File: config.mk
export PLATFORM = sky130hd
export DESIGN_NAME = map_renderer_flat
export DESIGN_NICKNAME = d
export VERILOG_FILES = /design/src/rtl/world_pkg.sv /design/src/rtl/map_renderer_if.sv /design/src/rtl/robot_sprite.sv /design/src/rtl/map_renderer.sv /design/src/flat_wrapper.sv
export SDC_FILE = /design/constraint.sdc
export NUM_CORES = 1
export LEC_CHECK = 0
export CORE_UTILIZATION = 40
export CTS_CLUSTER_DIAMETER = 40
export DETAILED_ROUTE_END_ITERATION = 10
export PLACE_DENSITY = 0.76
export SETUP_SLACK_MARGIN = 0.3
export SLEW_MARGIN = 20
export SYNTH_ARGS = -nofsm -noshare
export SYNTH_HDL_FRONTEND = slang
export SYNTH_HIERARCHICAL = 1
export SYNTH_SLANG_ARGS = --single-unit
File: constraint.sdc
create_clock -name clock_50 -period 2.74 [get_ports clock_50]
set_input_delay 0.548 -clock clock_50 [delete_from_list [all_inputs] [get_ports clock_50]]
set_output_delay 0.548 -clock clock_50 [all_outputs]
set_load 0.05 [all_outputs]
File: src/rtl/world_pkg.sv
// rtl/world_pkg.sv - shared world codes, map geometry and palette
package world_pkg;

   localparam int CELL_LOG2 = 5;
   localparam int MAP_ROWS  = 10;
   localparam int MAP_COLS  = 20;
   localparam int BLINK_BIT = 4;

   typedef enum logic [1:0] {
      ORIENT_NORTH = 2'b00,
      ORIENT_SOUTH = 2'b01,
      ORIENT_EAST  = 2'b10,
      ORIENT_WEST  = 2'b11
   } orient_t;

   localparam logic [2:0] CELL_FLOOR  = 3'd0;
   localparam logic [2:0] CELL_WALL   = 3'd1;
   localparam logic [2:0] CELL_DEBRIS = 3'd2;
   localparam logic [2:0] CELL_MARKER = 3'd7;

   typedef logic [23:0] rgb_t;

   localparam rgb_t COLOR_BLACK       = 24'h000000;
   localparam rgb_t COLOR_ROBOT       = 24'hFFFF00;
   localparam rgb_t COLOR_GRID        = 24'h404040;
   localparam rgb_t COLOR_FLOOR       = 24'h202020;
   localparam rgb_t COLOR_WALL        = 24'h808080;
   localparam rgb_t COLOR_DEBRIS_DIM  = 24'hC06000;
   localparam rgb_t COLOR_DEBRIS_HIGH = 24'hFF8000;
   localparam rgb_t COLOR_MARKER      = 24'h0080FF;
   localparam rgb_t COLOR_UNKNOWN     = 24'hFF00FF;

   function automatic logic in_span(input int v, input int lo, input int hi);
      return (v >= lo) && (v <= hi);
   endfunction

endpackage

File: src/rtl/map_renderer_if.sv
// rtl/map_renderer_if.sv - world map read port (address out, code back one cycle later)
interface map_renderer_if;

   logic [7:0] map_addr;
   logic [2:0] map_data;

   modport master (output map_addr, input  map_data);
   modport slave  (input  map_addr, output map_data);

endinterface

File: src/rtl/robot_sprite.sv
// rtl/robot_sprite.sv - robot body and nose shape within one cell
module robot_sprite
   import world_pkg::*;
#(
   parameter int OFF_W = 5
) (
   input  logic [OFF_W-1:0] off_x,
   input  logic [OFF_W-1:0] off_y,
   input  logic [1:0]       orientation,
   output logic             hit
);

   int   x;
   int   y;
   logic body;
   logic nose;

   always_comb begin
      x    = int'(off_x);
      y    = int'(off_y);
      body = in_span(x, 8, 23) && in_span(y, 8, 23);
      nose = 1'b0;
      case (orient_t'(orientation))
         ORIENT_NORTH: nose = in_span(x, 12, 19) && in_span(y, 2, 7);
         ORIENT_SOUTH: nose = in_span(x, 12, 19) && in_span(y, 24, 29);
         ORIENT_EAST:  nose = in_span(x, 24, 29) && in_span(y, 12, 19);
         ORIENT_WEST:  nose = in_span(x, 2, 7)   && in_span(y, 12, 19);
         default:      nose = 1'b0;
      endcase
      hit = body || nose;
   end

endmodule

File: src/rtl/map_renderer.sv
// rtl/map_renderer.sv - per-pixel map colour with robot overlay, 3-cycle aligned RGB and syncs
module map_renderer #(
   parameter int CELL_LOG2 = world_pkg::CELL_LOG2,
   parameter int MAP_ROWS  = world_pkg::MAP_ROWS,
   parameter int MAP_COLS  = world_pkg::MAP_COLS,
   parameter int BLINK_BIT = world_pkg::BLINK_BIT
) (
   input  logic                 clock_50,
   input  logic                 reset_key,
   input  logic [9:0]           pixel_x,
   input  logic [9:0]           pixel_y,
   input  logic                 video_on,
   input  logic                 hsync_in,
   input  logic                 vsync_in,
   input  logic [5:0]           robot_row,
   input  logic [5:0]           robot_column,
   input  logic [2:0]           robot_orientation,
   map_renderer_if.master       map_bus,
   output logic                 vga_hs,
   output logic                 vga_vs,
   output logic [7:0]           vga_r,
   output logic [7:0]           vga_g,
   output logic [7:0]           vga_b
);
   import world_pkg::*;

   localparam int CW = 10 - CELL_LOG2;

   logic [CW-1:0]        cell_row;
   logic [CW-1:0]        cell_col;
   logic                 in_map_c;
   logic [7:0]           addr_c;
   logic                 snap_ok_c;
   logic                 unused_orient_msb;

   logic [CW-1:0]        s1_row, s1_col, s2_row, s2_col;
   logic [CELL_LOG2-1:0] s1_offx, s1_offy, s2_offx, s2_offy;
   logic                 s1_in_map, s2_in_map;
   logic [2:0]           hs_sr, vs_sr;
   logic                 vsync_q;
   logic [7:0]           frame_cnt;
   logic                 snap_valid;
   logic [5:0]           snap_row0, snap_col0;
   logic [1:0]           snap_orient;
   logic                 shape_hit;
   logic                 sprite_hit;
   rgb_t                 pix_c;
   rgb_t                 rgb_q;

   assign cell_row  = pixel_y[9:CELL_LOG2];
   assign cell_col  = pixel_x[9:CELL_LOG2];
   assign in_map_c  = video_on && (cell_row < CW'(MAP_ROWS)) && (cell_col < CW'(MAP_COLS));
   // Map is stored with 1-based row/col, so the first drawn cell lives at address 21.
   assign addr_c    = (8'(cell_row) + 8'd1) * 8'(MAP_COLS) + 8'(cell_col) + 8'd1;
   assign snap_ok_c = (robot_row != 6'd0) && (robot_row <= 6'(MAP_ROWS)) &&
                      (robot_column != 6'd0) && (robot_column <= 6'(MAP_COLS));
   assign unused_orient_msb = robot_orientation[2];

   robot_sprite #(.OFF_W(CELL_LOG2)) u_sprite (
      .off_x       (s2_offx),
      .off_y       (s2_offy),
      .orientation (snap_orient),
      .hit         (shape_hit)
   );

   assign sprite_hit = snap_valid && shape_hit &&
                       (6'(s2_row) == snap_row0) && (6'(s2_col) == snap_col0);

   always_comb begin
      pix_c = COLOR_BLACK;
      if (!s2_in_map)
         pix_c = COLOR_BLACK;
      else if (sprite_hit)
         pix_c = COLOR_ROBOT;
      else if (s2_offx == '0 || s2_offy == '0)
         pix_c = COLOR_GRID;
      else begin
         case (map_bus.map_data)
            CELL_FLOOR:  pix_c = COLOR_FLOOR;
            CELL_WALL:   pix_c = COLOR_WALL;
            CELL_DEBRIS: pix_c = frame_cnt[BLINK_BIT] ? COLOR_DEBRIS_HIGH : COLOR_DEBRIS_DIM;
            CELL_MARKER: pix_c = COLOR_MARKER;
            default:     pix_c = COLOR_UNKNOWN;
         endcase
      end
   end

   always_ff @(posedge clock_50) begin
      if (!reset_key) begin
         s1_row           <= '0;
         s1_col           <= '0;
         s1_offx          <= '0;
         s1_offy          <= '0;
         s1_in_map        <= 1'b0;
         map_bus.map_addr <= 8'd0;
         s2_row           <= '0;
         s2_col           <= '0;
         s2_offx          <= '0;
         s2_offy          <= '0;
         s2_in_map        <= 1'b0;
         rgb_q            <= COLOR_BLACK;
         hs_sr            <= 3'b111;
         vs_sr            <= 3'b111;
         vsync_q          <= 1'b1;
         frame_cnt        <= 8'd0;
         snap_valid       <= 1'b0;
         snap_row0        <= 6'd0;
         snap_col0        <= 6'd0;
         snap_orient      <= 2'b00;
      end else begin
         s1_row           <= cell_row;
         s1_col           <= cell_col;
         s1_offx          <= pixel_x[CELL_LOG2-1:0];
         s1_offy          <= pixel_y[CELL_LOG2-1:0];
         s1_in_map        <= in_map_c;
         map_bus.map_addr <= in_map_c ? addr_c : 8'd0;
         // Second stage only re-times geometry so it lines up with map_data.
         s2_row           <= s1_row;
         s2_col           <= s1_col;
         s2_offx          <= s1_offx;
         s2_offy          <= s1_offy;
         s2_in_map        <= s1_in_map;
         rgb_q            <= pix_c;
         hs_sr            <= {hs_sr[1:0], hsync_in};
         vs_sr            <= {vs_sr[1:0], vsync_in};
         vsync_q          <= vsync_in;
         // Robot position is frozen per frame so the sprite never tears mid-scan.
         if (vsync_q && !vsync_in) begin
            frame_cnt   <= frame_cnt + 8'd1;
            snap_valid  <= snap_ok_c;
            snap_row0   <= robot_row - 6'd1;
            snap_col0   <= robot_column - 6'd1;
            snap_orient <= robot_orientation[1:0];
         end
      end
   end

   assign vga_hs = hs_sr[2];
   assign vga_vs = vs_sr[2];
   assign {vga_r, vga_g, vga_b} = rgb_q;

endmodule
File: src/flat_wrapper.sv
// flat-port wrapper written by rule: the top's interface ports become plain ports
module map_renderer_flat import world_pkg::*;
#(
   parameter int CELL_LOG2 = world_pkg::CELL_LOG2,
   parameter int MAP_ROWS  = world_pkg::MAP_ROWS,
   parameter int MAP_COLS  = world_pkg::MAP_COLS,
   parameter int BLINK_BIT = world_pkg::BLINK_BIT
)
  (clock_50, reset_key, pixel_x, pixel_y, video_on, hsync_in, vsync_in, robot_row, robot_column, robot_orientation, vga_hs, vga_vs, vga_r, vga_g, vga_b, map_bus_map_addr, map_bus_map_data);
  map_renderer_if map_bus_i ();
  input  logic clock_50;
  input  logic reset_key;
  input  logic [9:0] pixel_x;
  input  logic [9:0] pixel_y;
  input  logic video_on;
  input  logic hsync_in;
  input  logic vsync_in;
  input  logic [5:0] robot_row;
  input  logic [5:0] robot_column;
  input  logic [2:0] robot_orientation;
  output logic vga_hs;
  output logic vga_vs;
  output logic [7:0] vga_r;
  output logic [7:0] vga_g;
  output logic [7:0] vga_b;
  output wire logic [$bits(map_bus_i.map_addr)-1:0] map_bus_map_addr;
  input wire logic [$bits(map_bus_i.map_data)-1:0] map_bus_map_data;
  assign map_bus_map_addr = map_bus_i.map_addr;
  assign map_bus_i.map_data = map_bus_map_data;
  map_renderer #(.CELL_LOG2(CELL_LOG2), .MAP_ROWS(MAP_ROWS), .MAP_COLS(MAP_COLS), .BLINK_BIT(BLINK_BIT)) u_core (.clock_50(clock_50), .reset_key(reset_key), .pixel_x(pixel_x), .pixel_y(pixel_y), .video_on(video_on), .hsync_in(hsync_in), .vsync_in(vsync_in), .robot_row(robot_row), .robot_column(robot_column), .robot_orientation(robot_orientation), .map_bus(map_bus_i), .vga_hs(vga_hs), .vga_vs(vga_vs), .vga_r(vga_r), .vga_g(vga_g), .vga_b(vga_b));
endmodule
==> results of run 1 <==
==> final timing paths <==
path | to | slack [ns] | startpoint
worst max-delay path | u_core/map_bus.map_addr[7]$_SDFF_PN0_ | 0.40 | pixel_y[5]
worst min-delay path | u_core/hs_sr[1]$_SDFF_PN1_ | 0.41 | u_core/hs_sr[0]$_SDFF_PN1_
worst max register to register | u_core/rgb_q[7]$_SDFF_PP0_ | 0.48 | u_core/s2_offx[4]$_SDFF_PN0_
worst min register to register | u_core/hs_sr[1]$_SDFF_PN1_ | 0.41 | u_core/hs_sr[0]$_SDFF_PN1_
==> per-layer routing <==
layer / vias up / GRT usage / wire (microns)
met4: 0 / 0.0551 / 117
met5: - / 0 / 0
met1: 1216 / 0.189 / 3180
met3: 9 / 0.0460 / 378
met2: 76 / 0.248 / 3210
li1: 1353 / - / -
==> critical path: cells and delay by family <==
| kind | cells | cell delay [ns] |
|---|---|---|
| fa+ha+maj | 3 | 0.95 |
| xor+xnor | 2 | 0.39 |
| simple gates | 3 | 0.34 |
| compound gates | 1 | 0.19 |
| buf+inv | 2 | 0.18 |
==> cells in the final DEF (no fill, tap or decap), types with 2 or more instances in the layout <==
cell type / count
sky130_fd_sc_hd__dfxtp_1: 88
sky130_fd_sc_hd__clkdlybuf4s50_1: 70
sky130_fd_sc_hd__and2_1: 41
sky130_fd_sc_hd__nor2_1: 37
sky130_fd_sc_hd__xor2_1: 23
sky130_fd_sc_hd__a211oi_1: 14
sky130_fd_sc_hd__ha_1: 12
sky130_fd_sc_hd__xnor2_1: 11
sky130_fd_sc_hd__nand2_1: 11
sky130_fd_sc_hd__clkbuf_8: 10
sky130_fd_sc_hd__buf_4: 10
sky130_fd_sc_hd__inv_1: 10
sky130_fd_sc_hd__nor3_1: 9
sky130_fd_sc_hd__a21oi_1: 8
sky130_fd_sc_hd__o21ai_0: 8
sky130_fd_sc_hd__nand2b_1: 8
sky130_fd_sc_hd__nand3_1: 6
sky130_fd_sc_hd__mux2i_1: 5
sky130_fd_sc_hd__nor3b_1: 4
sky130_fd_sc_hd__nor4_1: 3
sky130_fd_sc_hd__a31oi_1: 3
sky130_fd_sc_hd__o21a_1: 3
sky130_fd_sc_hd__nor2b_1: 3
sky130_fd_sc_hd__clkinv_2: 2
sky130_fd_sc_hd__clkinv_4: 2
sky130_fd_sc_hd__clkbuf_2: 2
sky130_fd_sc_hd__nand3_2: 2
sky130_fd_sc_hd__nand3b_1: 2
sky130_fd_sc_hd__or4_1: 2
sky130_fd_sc_hd__a21o_1: 2
sky130_fd_sc_hd__nand4_1: 2
sky130_fd_sc_hd__ha_2: 2
sky130_fd_sc_hd__o22ai_1: 2
==> synth_stat cells (3+ instances only) <==
cell                       number
sky130_fd_sc_hd__nor3b_1        4
sky130_fd_sc_hd__inv_1         11
sky130_fd_sc_hd__nor4_1         3
sky130_fd_sc_hd__nor2b_1        4
sky130_fd_sc_hd__clkbuf_1      11
sky130_fd_sc_hd__xnor2_1       11
sky130_fd_sc_hd__nand3_1        8
sky130_fd_sc_hd__o21ai_0        8
sky130_fd_sc_hd__nand2_1       11
sky130_fd_sc_hd__a31oi_1        3
sky130_fd_sc_hd__buf_2          3
sky130_fd_sc_hd__nor3_1         9
sky130_fd_sc_hd__xor2_1        24
sky130_fd_sc_hd__a211oi_1      14
sky130_fd_sc_hd__a21oi_1        8
sky130_fd_sc_hd__ha_1          15
sky130_fd_sc_hd__nand2b_1       9
sky130_fd_sc_hd__dfxtp_1       88
sky130_fd_sc_hd__nor2_1        37
sky130_fd_sc_hd__and2_1        41
sky130_fd_sc_hd__o21a_1         3
sky130_fd_sc_hd__buf_4         12
sky130_fd_sc_hd__mux2i_1        5
==> metrics by stage <==
step	cells	TNS, ns	setup slack, ns	util
finish	550	0	0.399	0.535
floorplan	370	0	0.300	-
detailed placement	534	-0.811	-0.438	0.511
global route	550	0	0.298	0.535
global placement	534	-0.473	-0.346	0.511
CTS	549	0	0.301	0.533
==> layout make-up <==
cell class	count	share of cell area
flip-flops and latches	88	0.378
multi-input cells	243	0.368
repair buffers	85	0.175
clock buffers	10	0.0295
well taps	108	0.0290
clock inverters	5	0.0123
inverters	11	0.00885
==> power by group <==
part	switching (W)	internal, W
Clock	0.000421	0.000441
Sequential	0.0000270	0.00133
Combinational	0.000203	0.000214
==> logic make-up (layout without fill, tap and decap cells) <==
logic type / count (synthesis) / after routing
AO/OA/AOI/OAI: 48 / 48
flip-flops: 88 / 88
multiplexers: 5 / 5
AND/OR/NAND/NOR: 138 / 138
XOR/XNOR: 36 / 36
adder cells (fa/ha/maj): 16 / 16
buffers and inverters: 39 / 111
==> timing repair <==
item	CTS	global route
endpoints found under the hold margin	0	0
setup buffers	0	1
pin swaps	4	3
resized for setup	12	8
endpoints found under the setup margin	3	12
==> sequential cells by signal, summed over array words and instances (netlist names), 6 cells and up <==
| signal | flops |
|---|---|
| u_core/map_bus.map_addr | 8 |
| u_core/rgb_q | 12 |
| u_core/snap_col0 | 6 |
| u_core/snap_row0 | 6 |
==> impl_metrics.ini, run 1 <==
[sta]
grt_setup_unrepaired = false
relSlewSlack = 0.542
timing.clock.skew_ns = 0.00874
fmax_ghz = 0.427
fin_hold_ws_ns = 0.410
finalCriticalPeriod_ns = 2.34
fin_crit_sh = 0.854
timing.final.max_slew_violations = 0
max_slew.worst_pin.slew_ns = 0.686
hold_violations = 0
setup_viol = 0

[floorplan]
die_h_microns = 97.1
design.core.area_sq_mm = 0.00872
core.rowCount = 34
start_util = 0.415
ios = 77
die_outline_area_sq_mm = 0.00943
die_width_microns = 97.1

[drt]
route.vias.total = 2654
drt_wl_total_microns = 6880
route.detailed.drc = 0
route.detailed.vias_per_inst = 4.83
first_iter_violations = 98
drt_wl_cell_microns = 12.5
route.antenna.remaining_nets = 0
first_pass_iters = 4

[place]
cell_area_reported_after_detailed_placement_sq_mm = 0.00446
gpl.final_weighted_congestion = 0.864
port_buffers = 75
place_hpwl_microns = 5170

[yosys]
post_synth_main_area_contributors = sky130_fd_sc_hd__dfxtp_1 (49%), sky130_fd_sc_hd__and2_1 (7.1%), sky130_fd_sc_hd__xor2_1 (5.8%), sky130_fd_sc_hd__ha_1 (5.2%), sky130_fd_sc_hd__nor2_1 (3.8%)
ys_ff_latch = 88
postSynth.asyncResetShare = 0
post_synth.cell_area_avg_sq_um = 9.78
post-synth-top-area-cell = sky130_fd_sc_hd__dfxtp_1
yosys.cell_types.count = 46
sequential_area_share_after_synthesis = 0.487
synth_xor_xnor_area_share = 0.0910
yosys.area_share.simple = 0.206
synth_compound_area_frac = 0.0889
synth.yosys.warnings = 6
synth_cells = 370
postSynthNetCount = 429
muxShareOfSynthArea = 0.0138
synth-adder-area-share = 0.0574
mappedNetlistArea_sq_mm = 0.00362
synth_top_family_by_area = simple AND/OR/NAND/NOR gates
synth_top_cell_area_share = 0.487
synth_edf_count = 0
postSynth.topFlopCell = sky130_fd_sc_hd__dfxtp_1

[clocking]
clock_slew_seen_by_the_registers_of_the_worst_setup_and_hold_paths_ns = 0.08
number_of_hold_repair_buffers_added_at_the_cts_stage = 0
clk_latency_ns = 0.34
clock_path_buffers = 2
cts_max_level = 3
root_buffer = sky130_fd_sc_hd__clkbuf_8
tritoncts = yes
numClockSinks = 88
cts_buffer_count = 9

[cells_and_area]
multi_input_comb_area_sq_mm = 0.00172
nNetsFinal = 497
regArea_sq_mm = 0.00176
diodes = 0
areaGrowthSynthToFinish_pct = 29.0
n_fill_cell = 763
post_route_cells_drive_above_1_share = 0.0928
postLayoutCellArea_sq_mm = 0.00466

[worst_setup_path]
crit_fanout = 3
cp_slowest_cell = sky130_fd_sc_hd__fa_1
timing.critical_path.cells = buf_2, ha_4, nand3_2, xnor2_1, ha_1, inv_1, fa_1, nand2b_4, a2111oi_4, xnor3_1, nor2_1
worst-r2r-cell-count = 8
crit_arrival_ns = 2.61
path_class = in -> reg
critical-path-max-stage-delay_ns = 0.48
worstSetupEndpointType = flip-flop
required_time_of_the_critical_path_ns = 3.01
critPathLaunchType = input pin

[global_route]
grt_max_degree = 40
grt_first_pass_wirelength_microns = 11600
antenna_found_initial = 0
grt.overflow.total = 0
grt_pass1_vias = 2601
groute.usage.overall = 0.152

[worst_hold_path]
hold_path_depth = 1
worst_hold_path_type = reg -> reg

[flow_run]
maxCapViolations = 0

[power_and_ir_drop]
total_power_w = 0.00264
power_density_mw_per_mm2 = 566
vdd_drop_max_uv = 271
power_leakage_nw = 1.89

[run_status]
outcome = completed
Power figures use the tool's default switching activity.
==> inputs of run 2 (changes only) <==
--- a/config.mk
+++ b/config.mk
@@ -9,7 +9,6 @@
 export CTS_CLUSTER_DIAMETER = 40
 export DETAILED_ROUTE_END_ITERATION = 10
 export PLACE_DENSITY = 0.76
-export SETUP_SLACK_MARGIN = 0.3
 export SLEW_MARGIN = 20
 export SYNTH_ARGS = -nofsm -noshare
 export SYNTH_HDL_FRONTEND = slang
==> impl_metrics.ini, run 2 (synthesized netlist as in run 1, its figures left out) <==
[worst_setup_path]
cp_slowest_cell = sky130_fd_sc_hd__fa_1
cpLargestDelayFamily = adder cells
critical-path-max-stage-delay_ns = 0.43
crit_fanout = 3
crit_arrival_ns = 2.94
required_time_of_the_critical_path_ns = 3.01
cp.buffers_inverters = 2
critical_path.most_common_cell = sky130_fd_sc_hd__ha_1
timing.reg2reg.setup_slack_ns = 0.26
worst-path-stages = 10
worst-r2r-cell-count = 7
worstSetupEndpointType = flip-flop
path_class = in -> reg
timing.critical_path.cells = dlygate4sd2_1, ha_2, ha_1, ha_1, inv_1, fa_1, nand2b_4, a2111oi_4, xnor3_1, nor2_1
critPathLaunchType = input pin

[drt]
route.vias.total = 2718
first_iter_violations = 95
route.antenna.remaining_nets = 0
route.detailed.vias_per_inst = 4.87
drt_wl_total_microns = 7040
first_pass_iters = 6
drt_wl_cell_microns = 12.6
route.detailed.drc = 0

[sta]
relSlewSlack = 0.545
fmax_ghz = 0.375
finalCriticalPeriod_ns = 2.67
timing.clock.skew_ns = 0.00727
fin_crit_sh = 0.973
timing.setup.tns_ns = 0
hold_violations = 0
setup_viol = 0
timing.final.max_slew_violations = 0
max_slew.worst_pin.slew_ns = 0.682

[cells_and_area]
post_route_cells_drive_above_1_share = 0.0889
max_reg_flops = 12
n_fill_cell = 770
postLayoutCellArea_sq_mm = 0.00474
nNetsFinal = 504
areaGrowthSynthToFinish_pct = 31.0
diodes = 0
final_common_cell = sky130_fd_sc_hd__dfxtp_1
top_registers = u_core/rgb_q (12), u_core/map_bus.map_addr (8)
regMostFlops = u_core/rgb_q
final_cell_mix = sky130_fd_sc_hd__dfxtp_1 (88), sky130_fd_sc_hd__clkdlybuf4s50_1 (71), sky130_fd_sc_hd__and2_1 (41)

[floorplan]
design.core.area_sq_mm = 0.00872
die_width_microns = 97.1
core.rowCount = 34
die_h_microns = 97.1
die_outline_area_sq_mm = 0.00943
start_util = 0.415
ios = 77

[power_and_ir_drop]
total_switching_power_w = 0.000668
power_leakage_nw = 1.95
power.clock.fraction = 0.355
vdd_drop_max_uv = 255
power_density_mw_per_mm2 = 590
intPower_w = 0.00213
proportion_of_power_drawn_by_combinational_gates = 0.159
power.sequential.fraction = 0.486
netSwitchingFraction = 0.239

[clocking]
numClockSinks = 88
clock_slew_seen_by_the_registers_of_the_worst_setup_and_hold_paths_ns = 0.08
root_buffer = sky130_fd_sc_hd__clkbuf_8
tritoncts = yes
cts_buffer_count = 9
number_of_hold_repair_buffers_added_at_the_cts_stage = 0
clk_latency_ns = 0.34
clock_path_buffers = 2
cts_max_level = 3

[place]
port_buffers = 75
cell_area_reported_after_detailed_placement_sq_mm = 0.00446
gpl.final_weighted_congestion = 0.769
place_hpwl_microns = 5130

[flow_run]
maxCapViolations = 0

[global_route]
grt.overflow.total = 0
antenna_found_initial = 0
grt_max_degree = 38
grt_first_pass_wirelength_microns = 11600
groute.usage.overall = 0.151
grt_pass1_vias = 2611

[worst_hold_path]
worst_hold_path_type = reg -> reg
hold_path_depth = 1

[run_status]
outcome = completed
-- run 2: power by group through the flow --
stage / clock network (W) / registers, W / logic (W)
2_1_floorplan: 0 / 0.00140 / 0.000235
3_3_place_gp: 0 / 0.00139 / 0.000398
3_5_place_dp: 0 / 0.00139 / 0.000413
5_1_grt: 0.00108 / 0.00137 / 0.000487
4_1_cts: 0.00103 / 0.00136 / 0.000421
6_report: 0.000992 / 0.00136 / 0.000445
-- run 2: final timing paths --
kind | end | start
min | u_core/vs_sr[2]$_SDFF_PN1_ | u_core/vs_sr[1]$_SDFF_PN1_
max reg2reg | u_core/rgb_q[7]$_SDFF_PP0_ | u_core/s2_offx[4]$_SDFF_PN0_
min reg2reg | u_core/vs_sr[2]$_SDFF_PN1_ | u_core/vs_sr[1]$_SDFF_PN1_
max | u_core/map_bus.map_addr[7]$_SDFF_PN0_ | pixel_y[5]
-- run 2: what timing repair did --
action                     in CTS  in global routing
setup endpoints to repair       1                  1
buffers inserted                0                  1
pin swaps                       1                  2
gates resized for setup         6                  4
-- run 2: cell type report --
cell class,instances,area (sq um),area share
clock buffers,11,151,0.0320
repair buffers,92,881,0.186
inverters,11,41.3,0.00871
clock inverters,5,78.8,0.0166
flip-flops and latches,88,1760,0.372
multi-input cells,243,1690,0.356
well taps,108,135,0.0285
-- run 2: layer usage --
metal / track usage / vias to the layer above / wire length (microns)
met5: 0 / - / 0
met4: 0.0654 / 0 / 125
met3: 0.0403 / 11 / 466
met2: 0.243 / 101 / 3230
met1: 0.191 / 1228 / 3220
li1: - / 1378 / -
-- run 2: stage by stage --
step           hold WS, ns  power (W)   util  worst slack, ns  instances
2_1_floorplan        0.386    0.00163      -           0.0153        370
3_3_place_gp         0.391    0.00179  0.512           -0.512        541
3_5_place_dp         0.391    0.00180  0.512           -0.680        541
4_1_cts              0.412    0.00281  0.540          0.00287        557
5_1_grt              0.428    0.00293  0.543          -0.0334        558
6_report             0.408    0.00280  0.543           0.0744        558
==> inputs of run 3 (changes only) <==
--- a/config.mk
+++ b/config.mk
@@ -12,5 +12,4 @@
 export SLEW_MARGIN = 20
 export SYNTH_ARGS = -nofsm -noshare
 export SYNTH_HDL_FRONTEND = slang
-export SYNTH_HIERARCHICAL = 1
 export SYNTH_SLANG_ARGS = --single-unit
==> impl_metrics.ini, run 3 <==
[yosys]
synth_cells = 373
synth.yosys.warnings = 0
sequential_area_share_after_synthesis = 0.490
ys_ff_latch = 88
postSynthNetCount = 429
mappedNetlistArea_sq_mm = 0.00360
synth_top_cell_area_share = 0.490
post-synth-top-area-cell = sky130_fd_sc_hd__dfxtp_1
synth_commonest_cells = sky130_fd_sc_hd__dfxtp_1 (88), sky130_fd_sc_hd__and2_1 (48), sky130_fd_sc_hd__nand2_1 (28)
yosys.cell_types.count = 46
synth.most_common_cell = sky130_fd_sc_hd__dfxtp_1
postSynth.asyncResetShare = 0
postSynth.topFlopCell = sky130_fd_sc_hd__dfxtp_1
post_synth.cell_area_avg_sq_um = 9.65
post_synth_main_area_contributors = sky130_fd_sc_hd__dfxtp_1 (49%), sky130_fd_sc_hd__and2_1 (8.3%), sky130_fd_sc_hd__xnor2_1 (6.3%), sky130_fd_sc_hd__ha_1 (4.2%), sky130_fd_sc_hd__nand2_1 (2.9%)
synth_edf_count = 0

[global_route]
groute.usage.overall = 0.148
grt_first_pass_wirelength_microns = 11300
grt.overflow.total = 0
grt_pass1_vias = 2605
grt_max_degree = 47
antenna_found_initial = 0

[clocking]
cts_buffer_count = 9
number_of_hold_repair_buffers_added_at_the_cts_stage = 0
tritoncts = yes
post-cts-setup-buffers = 0
clock_path_buffers = 2
post_cts_resize_count = 0
clk_latency_ns = 0.35
root_buffer = sky130_fd_sc_hd__clkbuf_8
cts_max_level = 3
numClockSinks = 88
clock_slew_seen_by_the_registers_of_the_worst_setup_and_hold_paths_ns = 0.09

[sta]
fin_hold_ws_ns = 0.411
finalCriticalPeriod_ns = 2.58
timing.clock.skew_ns = 0.0101
setup_viol = 0
fmax_ghz = 0.388
timing.final.max_slew_violations = 0
timing.final.ws_setup_ns = 0.162
relSlewSlack = 0.660
hold_violations = 0
grt_setup_unrepaired = false
fin_crit_sh = 0.941
max_slew.worst_pin.slew_ns = 0.508

[drt]
drt_wl_total_microns = 6690
route.antenna.remaining_nets = 0
route.detailed.vias_per_inst = 4.87
drt_wl_cell_microns = 12.0
route.vias.total = 2716
first_pass_iters = 4
first_iter_violations = 56
route.detailed.drc = 0

[worst_setup_path]
cp-startpoint = pixel_y[6]
critical_path.most_common_cell = sky130_fd_sc_hd__xnor2_1
cp_slowest_cell = sky130_fd_sc_hd__clkdlybuf4s50_1
timing.critical_path.cells = clkdlybuf4s50_1, ha_1, nand3_1, xnor2_1, ha_1, inv_1, fa_1, xor2_1, xnor2_1, xnor2_1, nor2_1
worstSetupEndpointType = flip-flop
worst-r2r-cell-count = 5
critical-path-max-stage-delay_ns = 0.51
crit_fanout = 3
critical_path.reg2reg.startpoint = u_core.snap_row0[5]$_SDFFE_PN0P_
path_class = in -> reg
required_time_of_the_critical_path_ns = 2.97
crit_arrival_ns = 2.81
critPathLaunchType = input pin

[floorplan]
die_outline_area_sq_mm = 0.00938
die_width_microns = 96.8
start_util = 0.413
ios = 77
design.core.area_sq_mm = 0.00872
core.rowCount = 34
die_h_microns = 96.8

[place]
place_hpwl_microns = 4970
post-place-ws_ns = -0.236
dp.cells = 543
gpl.final_weighted_congestion = 0.821
port_buffers = 75

[cells_and_area]
nNetsFinal = 502
final_common_cell = sky130_fd_sc_hd__dfxtp_1
final_cell_mix = sky130_fd_sc_hd__dfxtp_1 (88), sky130_fd_sc_hd__clkdlybuf4s50_1 (74), sky130_fd_sc_hd__and2_1 (48)
post_route_cells_drive_above_1_share = 0.0733
max_reg_flops = 12
regMostFlops = u_core.rgb_q
areaGrowthSynthToFinish_pct = 29.1
diodes = 0
top_registers = u_core.rgb_q (12), u_core.map_bus.map_addr (8)
layout.cells.non_filler = 558

[power_and_ir_drop]
power_leakage_nw = 1.89
power_density_mw_per_mm2 = 577
vdd_drop_max_uv = 268
total_power_w = 0.00268

[worst_hold_path]
hold_path.startpoint = u_core.vs_sr[1]$_SDFF_PN1_
worst_hold_path_type = reg -> reg
hold_path_depth = 1

[flow_run]
maxCapViolations = 0

[run_status]
outcome = completed
==> run 3: per-layer routing <==
layer,GRT usage,up-vias,part of all wire
li1,-,1384,-
met1,0.178,1230,0.46
met2,0.244,90,0.46
met3,0.0383,12,0.058
met4,0.0735,0,0.018
met5,0,-,0
==> run 3: stage by stage <==
stage	instance area (sq um)	utilization	TNS (ns)
4_1_cts	4650	0.533	0
3_5_place_dp	4440	0.509	-0.436
3_3_place_gp	4440	0.509	-0.163
2_1_floorplan	3600	-	0
6_report	4650	0.533	0
5_1_grt	4650	0.533	0
==> run 3: final timing paths <==
kind	slack (ns)	to
max	0.16	u_core.map_bus.map_addr[7]$_SDFF_PN0_
min	0.41	u_core.vs_sr[2]$_SDFF_PN1_
max reg2reg	0.71	u_core.rgb_q[14]$_SDFF_PN0_
min reg2reg	0.41	u_core.vs_sr[2]$_SDFF_PN1_
==> run 3: logic make-up (layout without fill, tap and decap cells) <==
family | after synthesis | count (layout) | synth area share
flops | 88 | 88 | 0.490
xor+xnor | 33 | 33 | 0.0803
simple gates | 149 | 149 | 0.223
mux | 4 | 4 | 0.0115
fa+ha+maj | 13 | 13 | 0.0473
buf+inv | 37 | 114 | 0.0515
compound gates | 49 | 49 | 0.0967
==> run 3: power breakdown <==
group          internal (W)  switching [W]  total (W)
clock network      0.000508       0.000431   0.000940
logic              0.000204       0.000178   0.000382
registers           0.00133      0.0000279    0.00136
total               0.00204       0.000637    0.00268
==> run 3: layout make-up <==
class	count	area (sq um)
Fill cell	778	4070
Sequential cell	88	1760
Multi-Input combinational cell	248	1650
Timing Repair Buffer	89	851
Tap cell	108	135
Clock buffer	10	128
Clock inverter	5	82.6
Inverter	10	37.5
==> run 3: worst max-delay path: cells and delay by family <==
| family | cells | cell delay (ns) |
|---|---|---|
| xor gates and xnor gates | 4 | 0.63 |
| adders and majority gates | 3 | 0.92 |
| buffers and inverters | 2 | 0.57 |
| and+or+nand+nor | 2 | 0.15 |
==> RTL edit (config.mk and constraints of run 3) <==
The package constant `CELL_LOG2` goes from 5 to 7.
--- a/src/rtl/world_pkg.sv
+++ b/src/rtl/world_pkg.sv
@@ -1,7 +1,7 @@
 // rtl/world_pkg.sv - shared world codes, map geometry and palette
 package world_pkg;
 
-   localparam int CELL_LOG2 = 5;
+   localparam int CELL_LOG2 = 7;
    localparam int MAP_ROWS  = 10;
    localparam int MAP_COLS  = 20;
    localparam int BLINK_BIT = 4;
Formal check against the unedited RTL: not equivalent (a bounded check fails within 4 cycles, from zero or initial values and one cycle with reset_key low).
==> RTL edit against run 3 <==
- non-clock buffer count down 11
- sequential cell count unchanged
- power down 6.6%
- routed wire length shrank 8.6%
- via count fell by 7.5%
- final area fell by 3.9%
- synthesized area decreased by 2.4%
- register-to-register slack better by 0.17 ns
- setup slack better by 0.28 ns
- highest routed layer unchanged
==> RTL edit: results (changes against run 3) <==
Status
  – Status: complete, no violations (unchanged)

Clocking
  – Post-CTS setup buffer count: 0 (unchanged)
  – Bufs on Longest Clock Path: 2 (unchanged)
  – H-tree depth: 3 (unchanged)
  – CTS root buf: clkbuf_8 (unchanged)
  – Clock Pin Slew Worst Setup and Hold Paths: 0.08 ns

Worst setup path
  – CP startpoint: pixel_y[7] (was pixel_y[6])
  – Crit path capture type: flip-flop (unchanged)
  – FF-to-FF path depth: 4 (was 5)
  – Register-to-register path setup slack: 0.88 ns (was 0.71 ns)
  – CP max FO: 5 (was 3)
  – Critical R2R Launch: u_core.s2_offx[3] (was u_core.snap_row0[5])
  – Worst setup endpoint: u_core.map_bus.map_addr[5] (was u_core.map_bus.map_addr[7])
  – Crit path DAT: 2.58 ns (was 2.81 ns)
  – Critical R2R Capture: u_core.rgb_q[4] (was u_core.rgb_q[14])

Routing
  – DRT Wirelength: 6.12 mm (was 6.69 mm)
  – Number of detailed-route iterations in the first pass: 4 (unchanged)
  – Vias: 2512 (was 2716)
  – Drt first-iter violations: 102 (was 56)

Finish
  – Top flop regs: u_core.rgb_q x12, u_core.map_bus.map_addr x8 (unchanged)
  – Fin nets: 475 (was 502)
  – ANT cells: 0 (unchanged)
  – Layout cells sized above 1: 0.0706 (was 0.0733)
  – Filler instances: 760 (was 778)
  – Finished Layout Cells: 530 (was 558)

Place
  – Post-DP Area: 4270 µm² (was 4440 µm²)
  – Pre-CTS setup slack: 0.108 ns (was -0.236 ns)
  – Cell count after placement: 514 (was 543)
  – Routability congestion estimate: 0.850 (was 0.821)
  – Number of port buffers: 75 (unchanged)
  – DPL Wire Length: 4.60 mm (was 4.97 mm)

Global route
  – Initial antenna violation count: 0 (unchanged)
  – First-pass GRT wire length: 10.1 mm (was 11.3 mm)
  – Overall Global Routing Usage: 0.146 (was 0.148)
  – Vias in the first global route: 2393 (was 2605)
  – Largest net degree at the start of global routing: 48 (was 47)

Yosys
  – Syn nets: 412 (was 429)
  – Top cells by area, synth: dfxtp_1 50%, and2_1 8.4%, xnor2_1 4.5% (was dfxtp_1 49%, and2_1 8.3%, xnor2_1 6.3%)
  – Mapped Cells: 357 (was 373)
  – Commonest cells post-synth: 88 x dfxtp_1, 47 x and2_1, 39 x nand2_1 (was 88 x dfxtp_1, 48 x and2_1, 28 x nand2_1)
  – Sequential share of the synthesized area: 0.502 (was 0.490)
  – Post-synth ARST share: 0 (unchanged)

Timing
  – Worst Skew: 0.00372 ns (was 0.0101 ns)
  – Worst setup margin: 0.441 ns (was 0.162 ns)
  – Slew @ Worst Pin: 0.515 ns (was 0.508 ns)

Power and ir drop
  – Worst VDD drop: 0.562 mV (was 0.268 mV)
  – P_leak: 1.89 nW (about the same)

Hold path
  – Hold Startpoint: u_core.vs_sr[1] (unchanged)
  – Hold-critical path depth: 1 (unchanged)
  – Min-delay worst type: flip-flop to flip-flop (unchanged)

Run
  – MaxCap Viol Count: 0 (unchanged)
## RTL edit: changes by cell type in the layout (fill, tap and decap cells not counted), sizes merged, moves of 4 or more
cell | before | now
o21ai | 14 | 9
nor2 | 22 | 18
xnor2 | 26 | 18
nor3 | 11 | 6
clkinv | 0 | 5
buf | 15 | 4
nand2 | 28 | 39
nand3 | 7 | 1
## RTL edit: per-stage QoR
stage / power, W / hold slack, ns
floorplan: 0.00156 / 0.386
finish: 0.00251 / 0.417
detailed placement: 0.00168 / 0.401
CTS: 0.00254 / 0.421
global placement: 0.00167 / 0.389
global route: 0.00264 / 0.447
## RTL edit: layout make-up
class	count	area, µm²	area share
clock buffers	9	124	0.0277
clock inverters	7	71.3	0.0160
repair buffers	78	768	0.172
inverters	8	30.0	0.00673
multi-input cells	235	1580	0.353
flip-flops and latches	88	1760	0.395
well taps	105	131	0.0294
## RTL edit: worst max-delay path, cell delays in order
cell and delay (ns):
clkdlybuf4s50_1 0.46, ha_1 0.39, ha_1 0.30, ha_1 0.33, or3_1 0.39, a21oi_1 0.14
## RTL edit: power breakdown
part	internal, W	switching (W)
Clock	0.000423	0.000438
Sequential	0.00133	0.0000261
Combinational	0.000151	0.000136
## RTL edit: metal layers
layer / vias to the layer above / share of wire / GRT usage
met5: - / 0 / 0
met4: 0 / 0.014 / 0.0572
met2: 65 / 0.48 / 0.260
li1: 1312 / - / -
met1: 1128 / 0.45 / 0.156
met3: 7 / 0.057 / 0.0518
## RTL edit: kinds of logic after synthesis
logic type                 synth area share
AOI/OAI and AO/OA                     0.109
xor gates and xnor gates             0.0624
adders and majority gates            0.0428
buffers and inverters                0.0495
DFF                                   0.502
muxes                               0.00321
other                               0.00107
and+or+nand+nor                       0.230
